File: src/rtl/desen_ctrl_pkg.sv
// desen_ctrl_pkg
//   Shared types and constants for the Desen job sequencer.
//   - desen_state_e : sequencer FSM states (3-bit encoding)
//   - DESEN_NIB_W   : width of one generator pattern nibble
//   - DESEN_SEED_W  : generator address width (seed / prev buses)
package desen_ctrl_pkg;

  localparam int DESEN_NIB_W  = 4;
  localparam int DESEN_SEED_W = 12;

  typedef enum logic [2:0] {
    ST_IDLE    = 3'd0,
    ST_START   = 3'd1,
    ST_RUN     = 3'd2,
    ST_STOP    = 3'd3,
    ST_CAPTURE = 3'd4,
    ST_RESULT  = 3'd5
  } desen_state_e;

endpackage

File: src/rtl/desen_run_timer.sv
// desen_run_timer
//   Loadable down-counter that times the RUN phase of a Desen job.
//   Ports:
//     clk, rst  : clock, synchronous active-high reset
//     i_load    : load i_len (has priority over i_dec)
//     i_len     : run length to load
//     i_dec     : decrement by one; ignored when already zero
//     o_zero    : counter value is zero
module desen_run_timer #(
  parameter int LEN_W = 8
) (
  input  logic             clk,
  input  logic             rst,
  input  logic             i_load,
  input  logic [LEN_W-1:0] i_len,
  input  logic             i_dec,
  output logic             o_zero
);

  logic [LEN_W-1:0] r_cnt;

  always_ff @(posedge clk) begin
    if (rst) begin
      r_cnt <= '0;
    end else if (i_load) begin
      r_cnt <= i_len;
    end else if (i_dec && (r_cnt != '0)) begin
      r_cnt <= r_cnt - 1'b1;
    end
  end

  assign o_zero = (r_cnt == '0);

endmodule

File: src/rtl/desen_ctrl.sv
// desen_ctrl
//   Job sequencer for the Desen pattern generator (toggle FF + 4-bit
//   counter + LUT). Accepts {seed, run length} jobs, pulses the generator
//   toggle at start and stop, samples the frozen pattern nibble, keeps the
//   last three nibbles as history and returns each nibble on a result port.
//   Optional feature macro: DESEN_CTRL_ABORT_EN (adds the abort input).
//   Ports:
//     clk, rst              : clock, synchronous active-high reset
//     req_valid/req_ready   : job request handshake (ready only in IDLE)
//     req_seed, req_len     : job seed and RUN cycle count
//     gen_start, gen_stop   : one-cycle toggle pulses to the generator
//     gen_seed, gen_prev    : registered seed and nibble history
//     gen_out               : generator LUT output
//     res_valid/res_ready   : result handshake, res_data = captured nibble
//     busy                  : any state other than IDLE
//     abort                 : (DESEN_CTRL_ABORT_EN) cut RUN short, no result
import desen_ctrl_pkg::*;

module desen_ctrl #(
  parameter int LEN_W  = 8,
  parameter int SEED_W = DESEN_SEED_W
) (
  input  logic                   clk,
  input  logic                   rst,
  input  logic                   req_valid,
  output logic                   req_ready,
  input  logic [SEED_W-1:0]      req_seed,
  input  logic [LEN_W-1:0]       req_len,
  output logic                   gen_start,
  output logic                   gen_stop,
  output logic [SEED_W-1:0]      gen_seed,
  output logic [SEED_W-1:0]      gen_prev,
  input  logic [DESEN_NIB_W-1:0] gen_out,
  output logic                   res_valid,
  input  logic                   res_ready,
  output logic [DESEN_NIB_W-1:0] res_data,
`ifdef DESEN_CTRL_ABORT_EN
  input  logic                   abort,
`endif
  output logic                   busy
);

  desen_state_e            r_state;
  desen_state_e            w_state_nxt;
  logic                    w_load;
  logic                    w_dec;
  logic                    w_zero;
  logic                    w_abort_req;
  logic                    w_aborted;
  logic [SEED_W-1:0]       r_gen_seed;
  logic [SEED_W-1:0]       r_gen_prev;
  logic [DESEN_NIB_W-1:0]  r_res_data;

  desen_run_timer #(
    .LEN_W (LEN_W)
  ) u_timer (
    .clk    (clk),
    .rst    (rst),
    .i_load (w_load),
    .i_len  (req_len),
    .i_dec  (w_dec),
    .o_zero (w_zero)
  );

`ifdef DESEN_CTRL_ABORT_EN
  logic r_aborted;

  assign w_abort_req = abort && (r_state == ST_RUN);

  // Remembers that the current job was aborted so CAPTURE skips the
  // history update and the result handshake.
  always_ff @(posedge clk) begin
    if (rst) begin
      r_aborted <= 1'b0;
    end else if (w_load) begin
      r_aborted <= 1'b0;
    end else if (w_abort_req) begin
      r_aborted <= 1'b1;
    end
  end

  assign w_aborted = r_aborted;
`else
  assign w_abort_req = 1'b0;
  assign w_aborted   = 1'b0;
`endif

  always_ff @(posedge clk) begin
    if (rst) begin
      r_state <= ST_IDLE;
    end else begin
      r_state <= w_state_nxt;
    end
  end

  // The timer is pre-decremented in START, so RUN ends once it reads zero
  // and lasts exactly req_len cycles (zero cycles when req_len == 0).
  always_comb begin
    w_state_nxt = r_state;
    w_load      = 1'b0;
    w_dec       = 1'b0;
    unique case (r_state)
      ST_IDLE: begin
        if (req_valid) begin
          w_load      = 1'b1;
          w_state_nxt = ST_START;
        end
      end
      ST_START: begin
        w_dec       = 1'b1;
        w_state_nxt = w_zero ? ST_STOP : ST_RUN;
      end
      ST_RUN: begin
        if (w_abort_req || w_zero) begin
          w_state_nxt = ST_STOP;
        end else begin
          w_dec = 1'b1;
        end
      end
      ST_STOP: begin
        w_state_nxt = ST_CAPTURE;
      end
      ST_CAPTURE: begin
        w_state_nxt = w_aborted ? ST_IDLE : ST_RESULT;
      end
      ST_RESULT: begin
        if (res_ready) begin
          w_state_nxt = ST_IDLE;
        end
      end
      default: begin
        w_state_nxt = ST_IDLE;
      end
    endcase
  end

  // Seed is held for the whole job; the nibble is sampled in CAPTURE,
  // when the generator counter has stopped advancing.
  always_ff @(posedge clk) begin
    if (rst) begin
      r_gen_seed <= '0;
      r_gen_prev <= '0;
      r_res_data <= '0;
    end else begin
      if (w_load) begin
        r_gen_seed <= req_seed;
      end
      if (r_state == ST_CAPTURE) begin
        r_res_data <= gen_out;
        if (!w_aborted) begin
          r_gen_prev <= {r_gen_prev[SEED_W-DESEN_NIB_W-1:0], gen_out};
        end
      end
    end
  end

  assign req_ready = (r_state == ST_IDLE);
  assign busy      = (r_state != ST_IDLE);
  assign gen_start = (r_state == ST_START);
  assign gen_stop  = (r_state == ST_STOP);
  assign res_valid = (r_state == ST_RESULT);
  assign gen_seed  = r_gen_seed;
  assign gen_prev  = r_gen_prev;
  assign res_data  = r_res_data;

endmodule

File: config.mk
export PLATFORM = sky130hd
export DESIGN_NAME = desen_ctrl
export DESIGN_NICKNAME = d
export VERILOG_FILES = /design/src/rtl/desen_ctrl_pkg.sv /design/src/rtl/desen_run_timer.sv /design/src/rtl/desen_ctrl.sv
export SDC_FILE = /design/constraint.sdc
export NUM_CORES = 1
export LEC_CHECK = 0
export ABC_AREA = 1
export ABC_CLOCK_PERIOD_IN_PS = 2200
export BUFFER_PORTS_ARGS = -buffer_cell sky130_fd_sc_hd__buf_2
export CAP_MARGIN = 10
export CORE_MARGIN = 2
export CORE_UTILIZATION = 35
export CTS_CLUSTER_DIAMETER = 40
export CTS_CLUSTER_SIZE = 16
export DETAILED_ROUTE_END_ITERATION = 8
export SYNTH_ARGS = -nofsm -noshare
export SYNTH_HDL_FRONTEND = slang
export SYNTH_HIERARCHICAL = 1
export SYNTH_SLANG_ARGS = --single-unit
File: constraint.sdc
create_clock -name clk -period 2.2 [get_ports clk]
set_input_delay 0.22 -clock clk [delete_from_list [all_inputs] [get_ports clk]]
set_output_delay 0.22 -clock clk [all_outputs]
set_load 0.02 [all_outputs]
Word level (Yosys, flattened, before mapping). Cells that the tools add are included.

Magnitude comparators: 0. Div/mod/pow operators: 0. Reduce and logical (&&, ||, !) cells: 7. Add/subtract/negate cells: 1. Bitwise gates (word level): 0. $mul: 0. Shift operators: 0. Eq/ne operators: 8. Multiplexer cells: 11.

Operators by type and width (count): $pmux W3 S6 (1); $mux W8 (2); $mux W3 (3); $logic_not A8 Y1 (1); $reduce_bool A8 Y1 (1); $sub A8 B1 Y8 const B (1); $eq A3 B2 Y1 const B (2); $eq A3 B3 Y1 const B (2); $mux W1 (4); $ne A2 B2 Y1 const B (2); $eq A3 B1 Y1 const B (1); $logic_not A3 Y1 (1); $reduce_and A3 Y1 (1); $reduce_bool A3 Y1 (1); $ne A2 B1 Y1 const B (1); $pmux W1 S2 (1); $reduce_bool A2 Y1 (1); $logic_and A1 B1 Y1 (1).

Latch bits: 0. Output and inout bits: 33. Memories kept: 0. Logic and storage cells: 32. Flip-flop bits (word level): 39. Input bits: 28. Bits in writable memories: 0. Memory bits (read-only): 0.

Logic depth before layout (Yosys ltp). Gate-level depths: netlist (run 1).

Depth in word-level cells: 6. Depth in mapped cells: 13.

By module. The synthesis (run 1) kept the hierarchy.

Modules (own cells, without submodules): desen_ctrl (instances 1, cells each 144, area an instance 1087.3 sq um); desen_run_timer (instances 1, cells each 104, area an instance 600.6 sq um).

Worst setup path before layout (run 1). Ideal clock, no wire load.

Path type: register -> register. From: register r_state[0]. To: register u_timer.r_cnt[1]. Library setup time: 0.113 ns. Arrival: 1.624 ns. Path buffers: 2. Clock period less this slack: 1.737 ns. Slack: 0.463 ns. Cell stages (with the launch flop): 13. Data required time: 2.087 ns. Cells stage by stage: dfxtp_1 inv_2 nand2_4 nor2_4 nand2_4 clkinv_2 buf_6 clkbuf_1 inv_2 nand2_4 clkinv_2 nor2_1 nor2_1.

Elaborated cells on any way between the ends: 8.

RTL lines: from (decl) (RTL line desen_ctrl.sv:43) `desen_state_e r_state;`; from (signal assigned) (RTL line desen_ctrl.sv:92) `r_state <= w_state_nxt;`; $logic_not A3 Y1 (*); net req_ready (RTL line desen_ctrl.sv:26) `output logic req_ready,`; $mux W1 (*) (RTL line desen_ctrl.sv:102) `unique case (r_state)`; net w_load (RTL line desen_ctrl.sv:45) `logic w_load;`; $mux W8 or $reduce_bool A2 Y1 (tied branches); to (signal assigned) (RTL line desen_run_timer.sv:26) `r_cnt <= i_len;`; to (signal assigned) (RTL line desen_run_timer.sv:28) `r_cnt <= r_cnt - 1'b1;`; to (decl) (RTL line desen_run_timer.sv:20) `logic [LEN_W-1:0] r_cnt;`.

The timed path passes the listed nets; every way through them passes the cells marked *. A chain may end at the register's enable or synchronous reset.

Worst setup path in the final report (run 1).
From: register u_timer.r_cnt[0]. To: register u_timer.r_cnt[7].

Word-level cells in the longest chain between the ends: 5. Elaborated cells on any way between the ends: 9.

RTL lines: $logic_not A8 Y1 (RTL line desen_run_timer.sv:32) `assign o_zero = (r_cnt == '0);`; net w_zero (RTL line desen_ctrl.sv:47) `logic w_zero;`; $mux W1 (RTL line desen_ctrl.sv:114) `if (w_abort_req || w_zero) begin`; $pmux W1 S2 (RTL line desen_ctrl.sv:102); net w_dec (RTL line desen_ctrl.sv:46) `logic w_dec;`; $logic_and A1 B1 Y1 (RTL line desen_run_timer.sv:27) `end else if (i_dec && (r_cnt != '0)) begin`; $reduce_bool A2 Y1 (no source line).

The timed path passes the listed nets, and every way through them passes these cells. The select of a mux whose other input is x is not followed.

==> run metrics, run 1 <==
WL/cell roughly 11 um; multiplexer share of the synthesized area 0; cell count after synthesis 248; Maximum Capacitance Violations 0; fin crit share 0.774; nets@finish between 300 and 400; Hold Crit Start gen_out[1]; Detail Placement HPWL between 2000 and 3000 um; share of cells above drive strength 1 0.281; pwr/cell area approximately 1500 nW/um^2; die height roughly 73 um; startpoint types flip-flop; final core utilization 0.454; number of global-route vias before repair between 1500 and 2000; Clock Tree Buf Depth 2; IO buf count 60; Post-Synthesis Cell Area about 1700 um^2; Compound-Gate Fraction of Synth Area 0.105; Placer Congestion ~0.84; Setup CP Type reg2reg; Crit Reg-Reg Startpoint u_timer/r_cnt[0]$_SDFFE_PP0P_; Synth Area in XOR/XNOR 0.00519; cell area after placement between 1500 and 2000 um^2; Post-CTS Setup Repair Bufs 0; status finished, final reports clean; Routed Antenna Nets 0; Placed Cells between 300 and 400; Syn Nets roughly 280; antenna cells 0; Die Width 73.4 um; fmax roughly 590 MHz; Yosys Warn Count 6; Slew @ Worst Pin between 300 and 400 ps; CP Capture Type flip-flop; post-layout min period 1700 ps; Crit Path Max Fanout 7; die area around 5400 um^2; CTS resizes 0; Tot Pwr approximately 0.0032 W; WL final around 4000 um; cts hold-fix bufs 0; largest net degree at the start of global routing 21; Non-Filler Instances 360; initial antenna violation count 0; clock skew about 6.6 ps; Final Slew Violations 0; Vias around 1700; CTS Buf Count 5; final instance area 2130 um^2; initial DRC count 86; simple-gate share of the synthesized area 0.357; 1st-pass router iterations 4; RSZ-0062 raised after global routing no; final setup fails 0; worst-skew pair later-pin latency 280 ps; relative slew slack 0.738; CTS sink cnt 35; register area share after synthesis 0.415; Arrival @ worst endpoint 1870 ps; core area roughly 4700 um^2; CP required 2360 ps; Max VDD drop about 570 uV; post-synthesis cell type count 26; CTS tree built; DR DRC count 0; clk root buf clkbuf_8; Synth Register Bits 35; largest family of logic cells by synthesized area simple AND/OR/NAND/NOR gates; Hold WC Path Type in2reg; Leak roughly 1.1 nW; area delta synth->final 26.2%; Boundary Pins approximately 60; first-pass GRT wire length 6780 um; via-per-instance ratio 4.63; gr usage total 0.157; total grt overflow 0; CTS H-tree depth 2; Adder-Cell Fraction of Synth Area 0.0148; crit path from u_timer/r_cnt[0]$_SDFFE_PP0P_; Avg Cell Area, Syn about 6.8 um^2; clk slew on worst S/H paths ~80 ps; std cell rows 25; endpoints failing hold 0; Starting Density 0.360; total negative slack 0 ps
-- Yosys cell counts --
cell type | count | area, um^2
nor2_2 | 1 | 6.26
clkbuf_1 | 2 | 7.51
nand2_4 | 4 | 45.0
buf_6 | 1 | 11.3
nand4_1 | 2 | 12.5
o21ai_1 | 2 | 10.0
nand3b_1 | 1 | 7.51
o21bai_1 | 1 | 7.51
nor2_1 | 44 | 165
nand3_1 | 16 | 80.1
nand2_1 | 63 | 236
buf_2 | 2 | 10.0
buf_1 | 1 | 3.75
dfxtp_1 | 35 | 701
a21oi_1 | 15 | 75.1
xnor2_1 | 1 | 8.76
nor2_4 | 2 | 22.5
nor3_1 | 3 | 15.0
inv_1 | 20 | 75.1
clkinv_2 | 2 | 10.0
o21ai_0 | 15 | 75.1
buf_4 | 5 | 37.5
ha_1 | 2 | 25.0
inv_2 | 5 | 18.8
nand2_2 | 2 | 12.5
a21oi_2 | 1 | 8.76
-- state kept, by name, summed over array words and instances (netlist names) --
name,flops
gen_prev,12
gen_seed,12
u_timer/r_cnt,8
r_state,3
-- worst max-delay path, stage by stage, from the launching register on --
cell,delay (ps)
dfxtp_1,310
inv_1,170
ha_1,180
nand2_1,60
nor2_1,170
inv_1,70
nand3_1,100
nand2_1,130
nand3_1,150
nor2_1,60
nor2_1,130
nor2_1,50
-- layout make-up --
class,count,area (um^2)
Timing Repair Buffer,61,308
Fill cell,489,2560
Sequential cell,35,701
Inverter,27,104
Clock buffer,5,68.8
Multi-Input combinational cell,175,813
Clock inverter,3,67.6
Tap cell,54,67.6
-- through the flow --
stage                     hold slack (ps)  worst slack (ps)
after floorplan                       282               463
after global routing                  164               330
final                                 156               497
after detailed placement              456               555
after global placement                447               588
after CTS                             151               546
-- per-layer routing --
| metal | up-vias | global-route usage | wire, um |
|---|---|---|---|
| li1 | 888 | - | - |
| met1 | 740 | 0.212 | 1930 |
| met2 | 37 | 0.252 | 1820 |
| met3 | 2 | 0.0343 | 212 |
| met4 | 0 | 0.0424 | 19 |
| met5 | - | 0 | 0 |
-- worst paths after layout --
check	endpoint	slack [ps]	depth (start not counted)
setup reg to reg	u_timer/r_cnt[7]$_SDFFE_PP0P_	500	11
hold / removal	gen_prev[1]$_SDFFE_PP0P_	160	3
setup / recovery	u_timer/r_cnt[7]$_SDFFE_PP0P_	500	11
hold reg to reg	gen_seed[5]$_SDFFE_PP0P_	460	2
-- placed cells by master (no fill, tap or decap) --
cell type / instances
nor2_1: 44
clkinv_2: 2
inv_2: 5
nor2_2: 1
buf_4: 1
o21bai_1: 1
nor3_1: 3
xnor2_1: 1
a21oi_1: 15
bufinv_16: 2
buf_2: 60
a21oi_2: 1
nand2_1: 63
nand2_4: 4
ha_1: 2
clkinvlp_4: 1
nand2_2: 2
o21ai_0: 15
nand3b_1: 1
nand4_1: 2
clkbuf_8: 5
nor2_4: 2
nand3_1: 16
dfxtp_1: 35
inv_1: 20
o21ai_1: 2
-- cell families after synthesis --
kind of cell | count (synthesis)
DFF | 35
and+or+nand+nor | 138
adders and majority gates | 2
xor gates and xnor gates | 1
buffers and inverters | 38
AOI/OAI and AO/OA | 34
-- power by group --
group	switching, W	total, W	leakage [nW]	internal, W
registers	0.000134	0.000925	0.286	0.000791
clock network	0.000238	0.000690	0.0644	0.000452
logic	0.00104	0.00157	0.779	0.000529
total	0.00141	0.00319	1.13	0.00177
(Power assumes the default switching activity.)
==> run 2: changes to the inputs <==
- ABC_CLOCK_PERIOD_IN_PS: 2200 -> 1500
- clock period: 2.2 -> 1.5 ns (I/O delays scaled with it)
==> run 2 against run 1 <==
Against the previous run:
- sequential power up 41%
- global-route usage down 0.15 points
- die area unchanged
- highest routed layer unchanged
==> run metrics, run 2 (same netlist as run 1, synthesis figures left out) <==
clk root buf clkbuf_8; Routed Antenna Nets 0 (unchanged); Crit Reg-Reg Startpoint u_timer/r_cnt[1]$_SDFFE_PP0P_; relative slew slack 0.768 (+0.0294); clock skew 4.93 ps (-1.65 ps); Starting Density 0.360 (unchanged); Arrival @ worst endpoint 1640 ps (-230 ps); gr usage total 0.155 (-0.00148); Hold WC Path Type in2reg; fin crit share 0.952 (+0.178); 1st-pass router iterations 6 (+2); status finished, final reports clean; CTS sink cnt 35 (unchanged); die height 73.4 um (unchanged); Vias 1721 (+3.2%); area delta synth->final 35.0%; std cell rows 25 (unchanged); via-per-instance ratio 4.58 (-1.2%); largest net degree at the start of global routing 17 (-19%); core area 4690 um^2 (unchanged); cell area after placement 2110 um^2 (+6.0%); die area 5390 um^2 (unchanged); commonest non-fill, non-tap cells in the layout nand2_1, buf_2, nor2_1; first-pass GRT wire length 6500 um (-4.2%); CTS H-tree depth 2 (unchanged); post-layout min period 1430 ps (-274 ps); capturing point of the worst reg2reg path u_timer/r_cnt[3]$_SDFFE_PP0P_; total grt overflow 0 (unchanged); endpoints failing hold 0 (unchanged); Final Worst Setup Slack 71.6 ps (-426 ps); Leak 1.19 nW (+5.7%); antenna cells 0 (unchanged); Hold Crit Start gen_out[0]; Final Slew Violations 0 (unchanged); fmax 700 MHz (+19%); IO buf count 60 (unchanged); worst-skew pair later-pin latency 280 ps (about the same); most common cell after layout, fill and taps aside nand2_1; r2r setup slk 70 ps (-430 ps); crit path from u_timer/r_cnt[1]$_SDFFE_PP0P_; final setup fails 0 (unchanged); DP Worst Slack -19.1 ps (-574 ps); DR DRC count 0 (unchanged); Die Width 73.4 um (unchanged); Worst setup endpoint u_timer/r_cnt[3]$_SDFFE_PP0P_; Tot Pwr 0.00488 W (+53%); number of global-route vias before repair 1478 (-3.7%); CTS Buf Count 5 (unchanged); Detail Placement HPWL 3050 um (+5.1%); WL/cell 10.8 um (-2.0%); Crit Path Max Fanout 6 (-1); CP Capture Type flip-flop; Slew @ Worst Pin 348 ps (-44.4 ps); Max VDD drop 722 uV (+26%); startpoint types flip-flop; final instance area 2280 um^2 (+7.0%); Maximum Capacitance Violations 0 (unchanged); WL final 4070 um (+2.3%); pwr/cell area 2140 nW/um^2 (+43%); nets@finish 351 (+4.8%); clk slew on worst S/H paths 70 ps (about the same); share of cells above drive strength 1 0.354 (+0.0730); CP required 1710 ps (-650 ps); Clock Tree Buf Depth 2 (unchanged); reg2reg path depth 12 (+1); initial antenna violation count 0 (unchanged); cts hold-fix bufs 0 (unchanged); Placer Congestion 0.810 (-3.6%); Setup CP Type reg2reg; Boundary Pins 61 (unchanged); CTS tree built; initial DRC count 42 (-51%)
## run 2: cell count changes in the layout (fill, tap and decap cells not counted), sizes merged
cell | previous run | this run
clkinv | 2 | 3
clkbuf | 5 | 6
buf | 61 | 77
bufinv | 2 | 0
## run 2: layout make-up
type                       count  area (um^2)
multi-input combinational    175          875
clock inverter                 2         12.5
sequential                    35          704
timing repair buffer          77          428
tap                           54         67.6
fill                         492         2410
inverter                      27          119
clock buffer                   6         72.6
## run 2: worst min path at each step
| stage | end | slack (ps) | depth (start not counted) |
|---|---|---|---|
| floorplan | gen_seed[3]$_SDFFE_PP0P_ | 210 | 1 |
| global placement | gen_prev[3]$_SDFFE_PP0P_ | 370 | 3 |
| detailed placement | gen_prev[1]$_SDFFE_PP0P_ | 380 | 3 |
| CTS | gen_prev[1]$_SDFFE_PP0P_ | 90 | 3 |
| global route | gen_seed[6]$_SDFFE_PP0P_ | 100 | 3 |
| finish | gen_prev[0]$_SDFFE_PP0P_ | 90 | 3 |
## run 2: where the power goes
group	switching [W]	internal, W	leakage (nW)
clock network	0.000332	0.000324	0.0412
registers	0.000133	0.00117	0.287
logic	0.00180	0.00113	0.865
total	0.00226	0.00262	1.19
## run 2: per-stage QoR
stage / hold slack [ps] / setup TNS [ps] / instances / utilization
finish: 86.6 / 0 / 376 / 0.486
detailed placement: 383 / -67.3 / 366 / 0.450
global placement: 372 / 0 / 366 / 0.450
floorplan: 212 / -18.3 / 248 / -
global route: 101 / -16.6 / 376 / 0.486
CTS: 85.6 / 0 / 374 / 0.469
## run 2: worst max-delay path, cell delays in order (launching register included)
cell      delay, ps
dfxtp_2         320
inv_1            70
ha_2            170
nand2_2          80
nor2_4          100
inv_2            60
nand3_4          90
nand2_4          70
nand2_4         110
nand2_8          80
clkinv_4         50
nand2_1          40
a21oi_1         120
## run 2: what timing repair did
item	in CTS	in global routing
setup buffers	0	2
pin swaps	0	6
gates resized for setup	1	19
endpoints found under the setup margin	6	10
## run 2: routing by layer
| metal | routed length [um] | up-vias | GRT usage |
|---|---|---|---|
| met1 | 1880 | 757 | 0.190 |
| met4 | 51 | 0 | 0.0485 |
| li1 | - | 917 | - |
| met2 | 1910 | 41 | 0.258 |
| met3 | 233 | 6 | 0.0508 |
| met5 | 0 | - | 0 |
==> run 3: changes to the inputs <==
- CORE_UTILIZATION: 35 -> 40
- PLACE_DENSITY: not set -> 0.69
==> run 3 against run 2 <==
Against the previous run:
- worst hold slack better by 1.5 ps
- cell area is 2.5% higher
- wire length is 4.4% higher
- global-route usage is 2.9 points higher
- total power is 9.2% higher
- die area is 12% lower
- register-to-register slack worse by 50 ps
- utilization is 9.4 points higher
- non-clock buffer count stayed put
- critical endpoint is now u_timer/r_cnt[7]$_SDFFE_PP0P_
- highest routed layer unchanged
==> run metrics, run 3 (same netlist as run 1, synthesis figures left out) <==
Arrival @ worst endpoint 1650 ps (about the same); die area 4760 um^2 (-12%); Detail Placement HPWL 3060 um (+0.45%); Setup CP Type reg2reg; Starting Density 0.419 (+0.0592); Boundary Pins 61 (unchanged); share of cells above drive strength 1 0.379 (+0.0248); WL final 4250 um (+4.4%); initial antenna violation count 0 (unchanged); Cell Int Power 0.00300 W (+14%); CTS Buf Count 5 (unchanged); Vias 1790 (+4.0%); endpoints failing hold 0 (unchanged); via-per-instance ratio 4.81 (+5.1%); final setup fails 0 (unchanged); cell area after placement 2090 um^2 (-0.95%); Crit Path Max Fanout 3 (-3); std cell rows 23 (-8.0%); reg2reg path depth 12 (unchanged); most common cell after layout, fill and taps aside nand2_1; gr usage total 0.184 (+0.0287); final instance area 2340 um^2 (+2.5%); initial DRC count 88 (+110%); largest net degree at the start of global routing 17 (unchanged); post-layout min period 1470 ps (+46.5 ps); Comb pwr share 0.559 (-0.040); NetSw 0.00234 W (+3.4%); fin crit share 0.983 (+0.0310); 1st-pass router iterations 4 (-2); Seq pwr share 0.252 (-0.014); Placed Cells 360 (-1.6%); Tot Pwr 0.00533 W (+9.2%); CP required 1670 ps (-40 ps); Clock Tree Buf Depth 2 (unchanged); WL/cell 11.4 um (+5.5%); relative slew slack 0.778 (+0.00989); CP Capture Type flip-flop; RSZ-0062 raised after global routing yes; WHS Path Cells 3 (unchanged); Final Slew Violations 0 (unchanged); antenna cells 0 (unchanged); DR DRC count 0 (unchanged); startpoint types flip-flop; Clock power frac 0.189 (+0.055); Die Width 69.0 um (-6.1%); nets@finish 351 (unchanged); total grt overflow 0 (unchanged); Non-Filler Instances 372 (-1.1%); clock skew 7.24 ps (+2.30 ps); pwr/cell area 2280 nW/um^2 (+6.5%); CTS sink cnt 35 (unchanged); clk slew on worst S/H paths 80 ps (about the same); Filler Cell Count 387 (-21%); final core utilization 0.580 (+0.0942); commonest non-fill, non-tap cells in the layout nand2_1, buf_2, nor2_1; number of global-route vias before repair 1514 (+2.4%); area delta synth->final 38.4%; status finished, final reports clean; Routed Antenna Nets 0 (unchanged); Max VDD drop 970 uV (+34%); Slew @ Worst Pin 333 ps (-14.8 ps); first-pass GRT wire length 6500 um (unchanged); core area 4030 um^2 (-14%); Placer Congestion 0.875 (+8.0%); Hold WC Path Type in2reg; CTS tree built; die height 69.0 um (-6.1%); Leak 1.22 nW (+2.2%); cts hold-fix bufs 0 (unchanged); IO buf count 60 (unchanged); fmax 678 MHz (-3.2%); clk root buf clkbuf_8; final hold slack 88.1 ps (+1.53 ps); Maximum Capacitance Violations 0 (unchanged); CTS H-tree depth 2 (unchanged); Sw Ratio 0.438 (-0.0249); worst-skew pair later-pin latency 280 ps (about the same)
==> run 3: changes by cell type in the layout (fill, tap and decap cells not counted), sizes merged <==
cell,change
clkbuf,-1
clkinv,-2
bufinv,+2
inv,+1
==> run 3: path summary, 6_finish.rpt <==
check / slack [ps] / end / start
worst max-delay path: 30 / u_timer/r_cnt[7]$_SDFFE_PP0P_ / u_timer/r_cnt[1]$_SDFFE_PP0P_
worst min register to register: 460 / gen_seed[1]$_SDFFE_PP0P_ / gen_seed[1]$_SDFFE_PP0P_
worst max register to register: 30 / u_timer/r_cnt[7]$_SDFFE_PP0P_ / u_timer/r_cnt[1]$_SDFFE_PP0P_
worst min-delay path: 90 / gen_prev[0]$_SDFFE_PP0P_ / gen_out[0]
==> run 3: repair_timing <==
action / in CTS / in global routing
setup buffers: 0 / 4
endpoints found under the setup margin: 8 / 9
gates cloned: 0 / 0
resized for setup: 7 / 21
pin swaps: 3 / 8
==> run 3: power groups by stage <==
stage	clock [W]	sequential (W)	combinational, W
finish	0.00101	0.00135	0.00298
global route	0.00107	0.00138	0.00332
CTS	0.00102	0.00131	0.00266
detailed placement	0	0.00132	0.00258
global placement	0	0.00131	0.00255
floorplan	0	0.00146	0.00177
==> run 3: cell type report <==
cell class | count | area [um^2] | area share
well taps | 50 | 62.6 | 0.0268
multi-input cells | 175 | 883 | 0.378
clock buffers | 5 | 68.8 | 0.0295
flip-flops and latches | 35 | 707 | 0.303
inverters | 27 | 119 | 0.0509
clock inverters | 3 | 67.6 | 0.0289
repair buffers | 77 | 428 | 0.183
==> run 3: per-stage QoR <==
stage | setup TNS [ps] | worst slack, ps
after global routing | -272 | -71.1
after global placement | -6.87 | -6.87
after detailed placement | -335 | -84.4
after floorplan | -18.3 | -18.3
after CTS | 0 | 4.27
final | 0 | 25.1
==> run 3: critical path, stage by stage (launching register included) <==
cell     delay (ps)
dfxtp_2         330
inv_2            50
ha_2            170
nand2_2          80
nor2_4          120
inv_2            60
nand3_4          90
nand2_4          70
buf_4           140
nand3_2          80
nor2_1           50
nor2_1          100
nor2_1           50
==> run 3: metal layers <==
metal	wire [um]	vias up	global-route usage
li1	-	923	-
met1	1900	817	0.228
met2	2070	46	0.303
met3	224	4	0.0536
met4	53	0	0.0662
met5	0	-	0
